File: config.mk
export PLATFORM = sky130hd
export DESIGN_NAME = wos_output_writer
export DESIGN_NICKNAME = d
export VERILOG_FILES = /design/src/rtl/wos_output_writer.sv
export SDC_FILE = /design/constraint.sdc
export NUM_CORES = 1
export LEC_CHECK = 0
export CAP_MARGIN = 25
export CORE_MARGIN = 1
export CORE_UTILIZATION = 40
export DETAILED_ROUTE_END_ITERATION = 16
export GPL_TIMING_DRIVEN = 1
export PLACE_DENSITY = 0.62
export SKIP_CTS_REPAIR_TIMING = 1
export SYNTH_ARGS = -nofsm -noshare
export SYNTH_HDL_FRONTEND = slang
export SYNTH_SLANG_ARGS = --single-unit
File: constraint.sdc
create_clock -name clk -period 4.45 [get_ports clk]
set_input_delay 0.89 -clock clk [delete_from_list [all_inputs] [get_ports clk]]
set_output_delay 0.89 -clock clk [all_outputs]
set_load 0.005 [all_outputs]
File: src/rtl/wos_output_writer.sv
// ----------------------------------------------------------------------------
// wos_output_writer
//
// Write-side counterpart of the window read-address scanner. The scanner
// walks every image row over columns 0..w+k-1 (k = n>>1) and emits one
// filter result per column position. This block takes that stream over a
// valid/ready handshake, drops the k leading partial-window results of each
// row, and writes the remaining w results per row to output memory at the
// row-major address row*w + (col-k). After h rows it reports completion.
//
// Ports:
//   clk        clock
//   rst        asynchronous, active-low reset
//   start      one-cycle pulse; latches h, w, n (honoured in IDLE or DONE)
//   h, w       image height / width
//   n          window length; k = n>>1 leading results per row are dropped
//   in_valid   filter result valid
//   in_data    filter result
//   in_ready   block accepts in_data this cycle
//   mem_we     write request valid (single-entry output register)
//   mem_addr   write address
//   mem_wdata  write data
//   mem_ready  memory accepts the write this cycle
//   busy       frame in progress (RUN or DRAIN)
//   done       frame complete; held until the next start
// ----------------------------------------------------------------------------
module wos_output_writer #(
    parameter  int WORD   = 32,
    parameter  int MAX_N  = 25,
    localparam int N_BITS = $clog2(MAX_N),
    localparam int K_BITS = $clog2(MAX_N >> 1) + 1
) (
    input  logic              clk,
    input  logic              rst,
    input  logic              start,
    input  logic [WORD-1:0]   h,
    input  logic [WORD-1:0]   w,
    input  logic [N_BITS-1:0] n,
    input  logic              in_valid,
    input  logic [WORD-1:0]   in_data,
    output logic              in_ready,
    output logic              mem_we,
    output logic [WORD-1:0]   mem_addr,
    output logic [WORD-1:0]   mem_wdata,
    input  logic              mem_ready,
    output logic              busy,
    output logic              done
);

    typedef enum logic [1:0] {
        IDLE,
        RUN,
        DRAIN,
        DONE
    } state_t;

    state_t            state;
    logic [WORD-1:0]   h_r;
    logic [WORD-1:0]   w_r;
    logic [K_BITS-1:0] k_r;
    logic [WORD-1:0]   col;       // column position within the scanned row
    logic [WORD-1:0]   row;       // current image row
    logic [WORD-1:0]   row_base;  // row * w_r, kept as a running sum

    logic [WORD-1:0]   k_ext;
    logic [WORD-1:0]   end_col;
    logic              accept;
    logic              retire;
    logic              drop;
    logic              row_end;
    logic              last_row;
    logic              load;

    assign k_ext    = WORD'(k_r);
    assign end_col  = w_r + k_ext - WORD'(1);

    // The output register can take a new beat when it is empty or when its
    // current content retires in this same cycle (full throughput).
    assign in_ready = (state == RUN) && (!mem_we || mem_ready);
    assign accept   = in_valid && in_ready;
    assign retire   = mem_we && mem_ready;

    assign drop     = (col < k_ext);
    assign row_end  = (col == end_col);
    assign last_row = (row == h_r - WORD'(1));
    assign load     = accept && !drop;

    assign busy     = (state == RUN) || (state == DRAIN);

    // NOTE: every register below, including the output write register, is
    // cleared by the asynchronous reset so an in-flight write is abandoned
    // the instant rst falls; there is no memory array here to leave unreset.
    always_ff @(posedge clk or negedge rst) begin
        if (!rst) begin
            state     <= IDLE;
            h_r       <= '0;
            w_r       <= '0;
            k_r       <= '0;
            col       <= '0;
            row       <= '0;
            row_base  <= '0;
            mem_we    <= 1'b0;
            mem_addr  <= '0;
            mem_wdata <= '0;
            done      <= 1'b0;
        end else begin
            // NOTE: non-blocking assignments throughout, so every decision in
            // this cycle uses the pre-update col/row/row_base values.
            case (state)
                IDLE, DONE: begin
                    if (start) begin
                        h_r      <= h;
                        w_r      <= w;
                        k_r      <= K_BITS'(n >> 1);
                        col      <= '0;
                        row      <= '0;
                        row_base <= '0;
                        done     <= 1'b0;
                        state    <= (h == '0 || w == '0) ? DONE : RUN;
                    end else if (state == DONE) begin
                        // Empty frames reach DONE with done cleared; it
                        // rises one cycle later and then holds.
                        done <= 1'b1;
                    end
                end

                RUN: begin
                    if (load) begin
                        mem_we    <= 1'b1;
                        mem_addr  <= row_base + (col - k_ext);
                        mem_wdata <= in_data;
                    end else if (retire) begin
                        mem_we <= 1'b0;
                    end

                    if (accept) begin
                        if (row_end) begin
                            col      <= '0;
                            row      <= row + WORD'(1);
                            row_base <= row_base + w_r;
                            if (last_row) begin
                                state <= DRAIN;
                            end
                        end else begin
                            col <= col + WORD'(1);
                        end
                    end
                end

                DRAIN: begin
                    // Leave once the final write has retired (or none is
                    // pending); done then rises on the following cycle.
                    if (!mem_we || mem_ready) begin
                        mem_we <= 1'b0;
                        done   <= 1'b1;
                        state  <= DONE;
                    end
                end

                default: begin
                    state <= IDLE;
                end
            endcase
        end
    end

endmodule

# --- Word-level counts from Yosys, hierarchy flattened ---
# Cells that the tools add are included.
op_classes:
  magnitude_cmp: 1
  n_mux: 25
  n_reduce_logical: 23
  eq_ne: 12
  n_addsub: 8
op_table:
  columns: ["cell", "count"]
  rows:
  - ["two-way mux 32 bit", 7]
  - ["case mux 32 bit (2 select lines)", 3]
  - ["adder 32 x 1 -> 32 bit, second input constant", 2]
  - ["adder 32 bit", 2]
  - ["== test 32 bit", 2]
  - ["zero test 32 bit", 2]
  - ["subtractor 32 x 1 -> 32 bit, second input constant", 2]
  - ["adder 32 x 4 -> 32 bit", 1]
  - ["< comparator 32 x 4 -> 1 bit", 1]
  - ["subtractor 32 x 4 -> 32 bit", 1]
  - ["two-way mux 2 bit", 6]
  - ["inequality test 2 bit, second input constant", 5]
  - ["AND reduction 3 bit", 3]
  - ["two-way mux 1 bit", 6]
  - ["inequality test 3 bit, second input constant", 2]
  - ["case mux 2 bit (3 select lines)", 1]
  - ["nonzero test 2 bit", 3]
  - ["AND reduction 5 bit", 1]
  - ["== test 2 bit, second input constant", 2]
  - ["logical AND 1 bit", 4]
  - ["case mux 1 bit (2 select lines)", 2]
  - ["AND reduction 2 bit", 2]
  - ["AND reduction 4 bit", 1]
  - ["logical OR 1 bit", 3]
  - ["other kinds (4)", 5]
word_totals:
  register_bits: 232
  in_bits: 106
  word_cells: 80
  output_inout_bits: 68

# --- Logic depth before layout (Yosys ltp) ---
logic_depth:
  ltp_word: 7
  ltp_mapped: 19
  mapped_depth_nobuf: 17

# --- Worst setup path after synthesis ---
# OpenSTA, ideal clock, no wires.
synth_timing:
  path_type: "register to register"
  start: "reg w_r[1]"
  end: "reg row[31]"
  setup_time_ns: 0.120
  required_time_ns: 4.330
  stages_incl_launch_ff: 19
  synth_period_minus_slack_ns: 3.675
  n_path_buf: 1
  slack_ns: 0.775
  arrival_ns: 3.555
  path_cell_list: "dfrtp_1 inv_1 ha_1 inv_1 ha_1 inv_1 fa_1 nor2b_1 o2111ai_1 a21oi_1 or3_1 nand4_1 nor4b_1 and4_1 nand4_2 nand2_2 buf_2 a21oi_1 a31o_2"
synth_via:
  elab_chain_cells: 5
synth_rtl:
  columns: ["element", "line_no", "rtl"]
  rows:
  - ["start: declaration", "59", "logic [WORD-1:0] w_r;"]
  - ["start signal: assignment", "113", "w_r <= w;"]
  - ["adder 32 x 4 -> 32 bit", "75", "assign end_col = w_r + k_ext - WORD'(1);"]
  - ["subtractor 32 x 1 -> 32 bit", "75", null]
  - ["== test 32 bit", "84", "assign row_end = (col == end_col);"]
  - ["inequality test 2 bit (no source line)", null, null]
  - ["AND reduction 4 bit (no source line)", null, null]
  - ["end signal: assignment", "139", "row <= row + WORD'(1);"]
  - ["end: declaration", "62", "logic [WORD-1:0] row;"]
# Every way passes these cells.
# A chain may end at the register's enable or synchronous reset.

# --- Worst setup path in the final report ---
layout_timing:
  start: "reg k_r[1]"
  end: "reg row_base[31]"
layout_via:
  elab_chain_cells: 5
layout_rtl:
  columns: ["element", "line_no", "rtl"]
  rows:
  - ["start: declaration", "60", "logic [K_BITS-1:0] k_r;"]
  - ["start signal: assignment", "114", "k_r <= K_BITS'(n >> 1);"]
  - ["adder 32 x 4 -> 32 bit", "75", null]
  - ["subtractor 32 x 1 -> 32 bit", "75", null]
  - ["== test 32 bit", "84", null]
  - ["inequality test 2 bit (no source line)", null, null]
  - ["AND reduction 4 bit (no source line)", null, null]
  - ["end signal: assignment", "140", "row_base <= row_base + w_r;"]
  - ["end: declaration", "63", "logic [WORD-1:0] row_base;"]
# Every way passes these cells.

==> metrics.yaml <==
status: "finished clean"
synth.net_count: 2266
p_leak_nw: 9.71
ys_types: 87
slew_violations: 0
grt_max_degree: 93
slowest_delay_ps: 470
fillers: 4167
crit_chain: "inv_1, ha_1, inv_1, ha_1, inv_1, fa_1, nor2b_1, buf_4, o2111a_1, nor3_1, o21ai_2, a2111o_1, a211oi_1, and4_2, nand3_2, buf_12, o31a_1, a2111oi_1"
synthArstFlopShare: 1.00
synth_fa_ha_area_frac: 0.101
pin_count: 174
drt_iter0_markers: 1016
synthTopCellsByCount: "dfrtp_1, inv_1, nand2_1"
fin_ws_ps: 261
ys_warn_count: 0
synth_area_leaders: "dfrtp_1, ha_1, mux2_2"
finalSetupViolCount: 0
die_w_microns: 212
place.port_buffers: 172
skew_ps: 28.4
netlist_area_sq_um: 17700
critPathTopFamily: "compound AO/OA/AOI/OAI gates"
cts_sinks: 232
synth_edf_count: 0
first_pass_iters: 5
p_seq_frac: 0.197
row_count: 76
synthDominantCellAreaShare: 0.328
syn_area_per_cell_sq_um: 8.77
switching_share: 0.470
insertion_delay_ps: 580
finalHoldViolCount: 0
drc: 0
final_area_sq_um: 21500
antenna_found_initial: 0
synth_simple_gate_area_frac: 0.185
max_slew_margin: 0.340
synth_top_family_by_area: "simple AND/OR/NAND/NOR gates"
finalWirelength_microns: 52900
diodes: 0
clockBufferDepth: 3
clockRootBuffer: "clkbuf_16"
startpoint_type: "flop"
cp_num_buf_inv: 5
drive_gt1_frac: 0.122
synth_ff_type: "dfrtp_1"
cp.arrival_ps: 4650
die-area_sq_um: 45100
yosys.area.top_type: "dfrtp_1"
numCtsBuffers: 29
maxCapViolCount: 0
initial_core_util: 0.409
cp_max_fo: 10
grt_pass1_wl_microns: 83400
hold_class: "in2async"
postRouteAntennaNets: 0
clkPwrFrac: 0.131
grtUsageTotal: 0.236
overflow: 0
max-vdd-ir-drop_mv: 0.498
place_area_sq_um: 20500
critPathCaptureType: "flop"
crit_type: "reg2reg"
die_h_microns: 212
timing.fmax_mhz: 239
multi_input_area_sq_um: 10900
core_area_sq_um: 43400
period_share: 0.941
cp.required_ps: 4910
path_common_cell: "inv_1"
tightestPinTransition_ps: 981
h-tree-depth: 1
ys_ff_latch: 232
cts_tree: "built"
place_congestion: 0.954
fin_crit_ps: 4190
dp_worst_setup_slack_ps: 168
synthCells: 2021
power_switching_w: 0.00855
seq_area_sq_um: 5810
p_per_area_nw_per_um2: 846
p_int_w: 0.00965
dp_hpwl_microns: 41600
wl_per_cell_microns: 18.7
fin_total_pwr_w: 0.0182
yosysMostFrequentCell: "dfrtp_1"
slowest_stage: "a2111o_1"
combPwrFrac: 0.671
seq_area_frac_synth: 0.328
clkTransAtPathRegs_ps: 60
synthXorXnorAreaFrac: 0.0824
areaGrowthSynthToFinish_pct: 21.5
fin_hold_ws_ps: 304
synth_compound_area_frac: 0.160
vias: 15504
grt_pass1_vias: 15196
muxShareOfSynthArea: 0.0835
nNetsFinal: 2464
avgViaCountPerCell: 5.49
per-layer routing:
metal | vias up | share of wire | GRT usage
met5 | - | 0 | 0
met4 | 0 | 0.023 | 0.0600
met3 | 71 | 0.067 | 0.0453
met2 | 381 | 0.44 | 0.372
met1 | 7466 | 0.47 | 0.331
li1 | 7586 | - | -
final cells by class:
| cell class | count | share of cell area |
|---|---|---|
| Sequential cell | 232 | 0.270 |
| Tap cell | 585 | 0.0340 |
| Clock inverter | 14 | 0.00634 |
| Clock buffer | 38 | 0.0386 |
| Multi-Input combinational cell | 1515 | 0.507 |
| Inverter | 195 | 0.0340 |
| Timing Repair Buffer | 246 | 0.111 |
kinds of logic (layout without fill, tap and decap cells):
group                      after synthesis  count (layout)
muxes                                  135             135
buffers and inverters                  274             493
DFF                                    232             232
adders and majority gates              139             139
xor gates and xnor gates               165             165
AOI/OAI and AO/OA                      436             436
and+or+nand+nor                        640             640
power by group through the flow:
stage	Sequential (W)	Combinational, W	Clock (W)
6_report	0.00359	0.0122	0.00239
5_1_grt	0.00369	0.0134	0.00253
4_1_cts	0.00359	0.0121	0.00246
3_5_place_dp	0.00362	0.0120	0
3_3_place_gp	0.00359	0.0119	0
2_1_floorplan	0.00335	0.00802	0
cell usage in the layout, fill, tap and decap left out, types with 7 or more instances in the layout:
| cell type | synthesis | final |
|---|---|---|
| a211o_1 | 10 | 10 |
| nand4_1 | 42 | 42 |
| and3_1 | 22 | 22 |
| nor3b_1 | 7 | 7 |
| nand2_1 | 156 | 155 |
| a21boi_0 | 7 | 7 |
| buf_12 | 0 | 8 |
| and2_1 | 12 | 12 |
| clkdlybuf4s50_1 | 0 | 171 |
| or3_1 | 14 | 14 |
| dfrtp_1 | 232 | 232 |
| clkinv_2 | 0 | 7 |
| nand2b_1 | 31 | 31 |
| nor2b_1 | 9 | 9 |
| a2111oi_0 | 8 | 7 |
| a211oi_1 | 22 | 22 |
| nor3_1 | 34 | 34 |
| o21bai_1 | 11 | 11 |
| and4_1 | 9 | 8 |
| a31oi_1 | 15 | 15 |
| xnor2_1 | 106 | 106 |
| clkbuf_8 | 0 | 7 |
| mux2_2 | 103 | 103 |
| nor2_1 | 138 | 138 |
| xor2_1 | 58 | 58 |
| a21oi_1 | 91 | 90 |
| nor4_1 | 46 | 46 |
| buf_4 | 2 | 66 |
| o21ai_0 | 121 | 120 |
| inv_1 | 195 | 195 |
| mux2i_1 | 32 | 32 |
| o21a_1 | 15 | 15 |
| nand3_1 | 85 | 85 |
| clkbuf_16 | 0 | 29 |
| a21o_1 | 38 | 38 |
| o31ai_1 | 15 | 15 |
| ha_1 | 133 | 133 |
| o211ai_1 | 11 | 11 |
| a31o_2 | 12 | 12 |
sequential cells by signal, summed over array words and instances (netlist names):
| signal | count |
|---|---|
| k_r | 4 |
| mem_addr | 32 |
| done | 1 |
| col | 32 |
| state | 2 |
| mem_wdata | 32 |
| w_r | 32 |
| mem_we | 1 |
| row | 32 |
| row_base | 32 |
| h_r | 32 |
stage by stage:
stage | setup TNS (ps) | instances | utilization
after floorplan | 0 | 2021 | -
after global placement | 0 | 2773 | 0.473
after detailed placement | 0 | 2773 | 0.473
after CTS | 0 | 2825 | 0.496
after global routing | -72.7 | 2825 | 0.496
final | 0 | 2825 | 0.496
worst paths after layout:
check	from	cells after the start	slack, ps	to
worst max-delay path	k_r[1]	18	260	row_base[31]
min in group clk	mem_addr[4]	2	480	mem_addr[4]
max in group asynchronous	rst	2	3180	w_r[13]
worst min register to register	mem_addr[4]	2	480	mem_addr[4]
worst max register to register	k_r[1]	18	260	row_base[31]
worst min-delay path	rst	1	300	row[6]
Power figures use the tool's default switching activity.
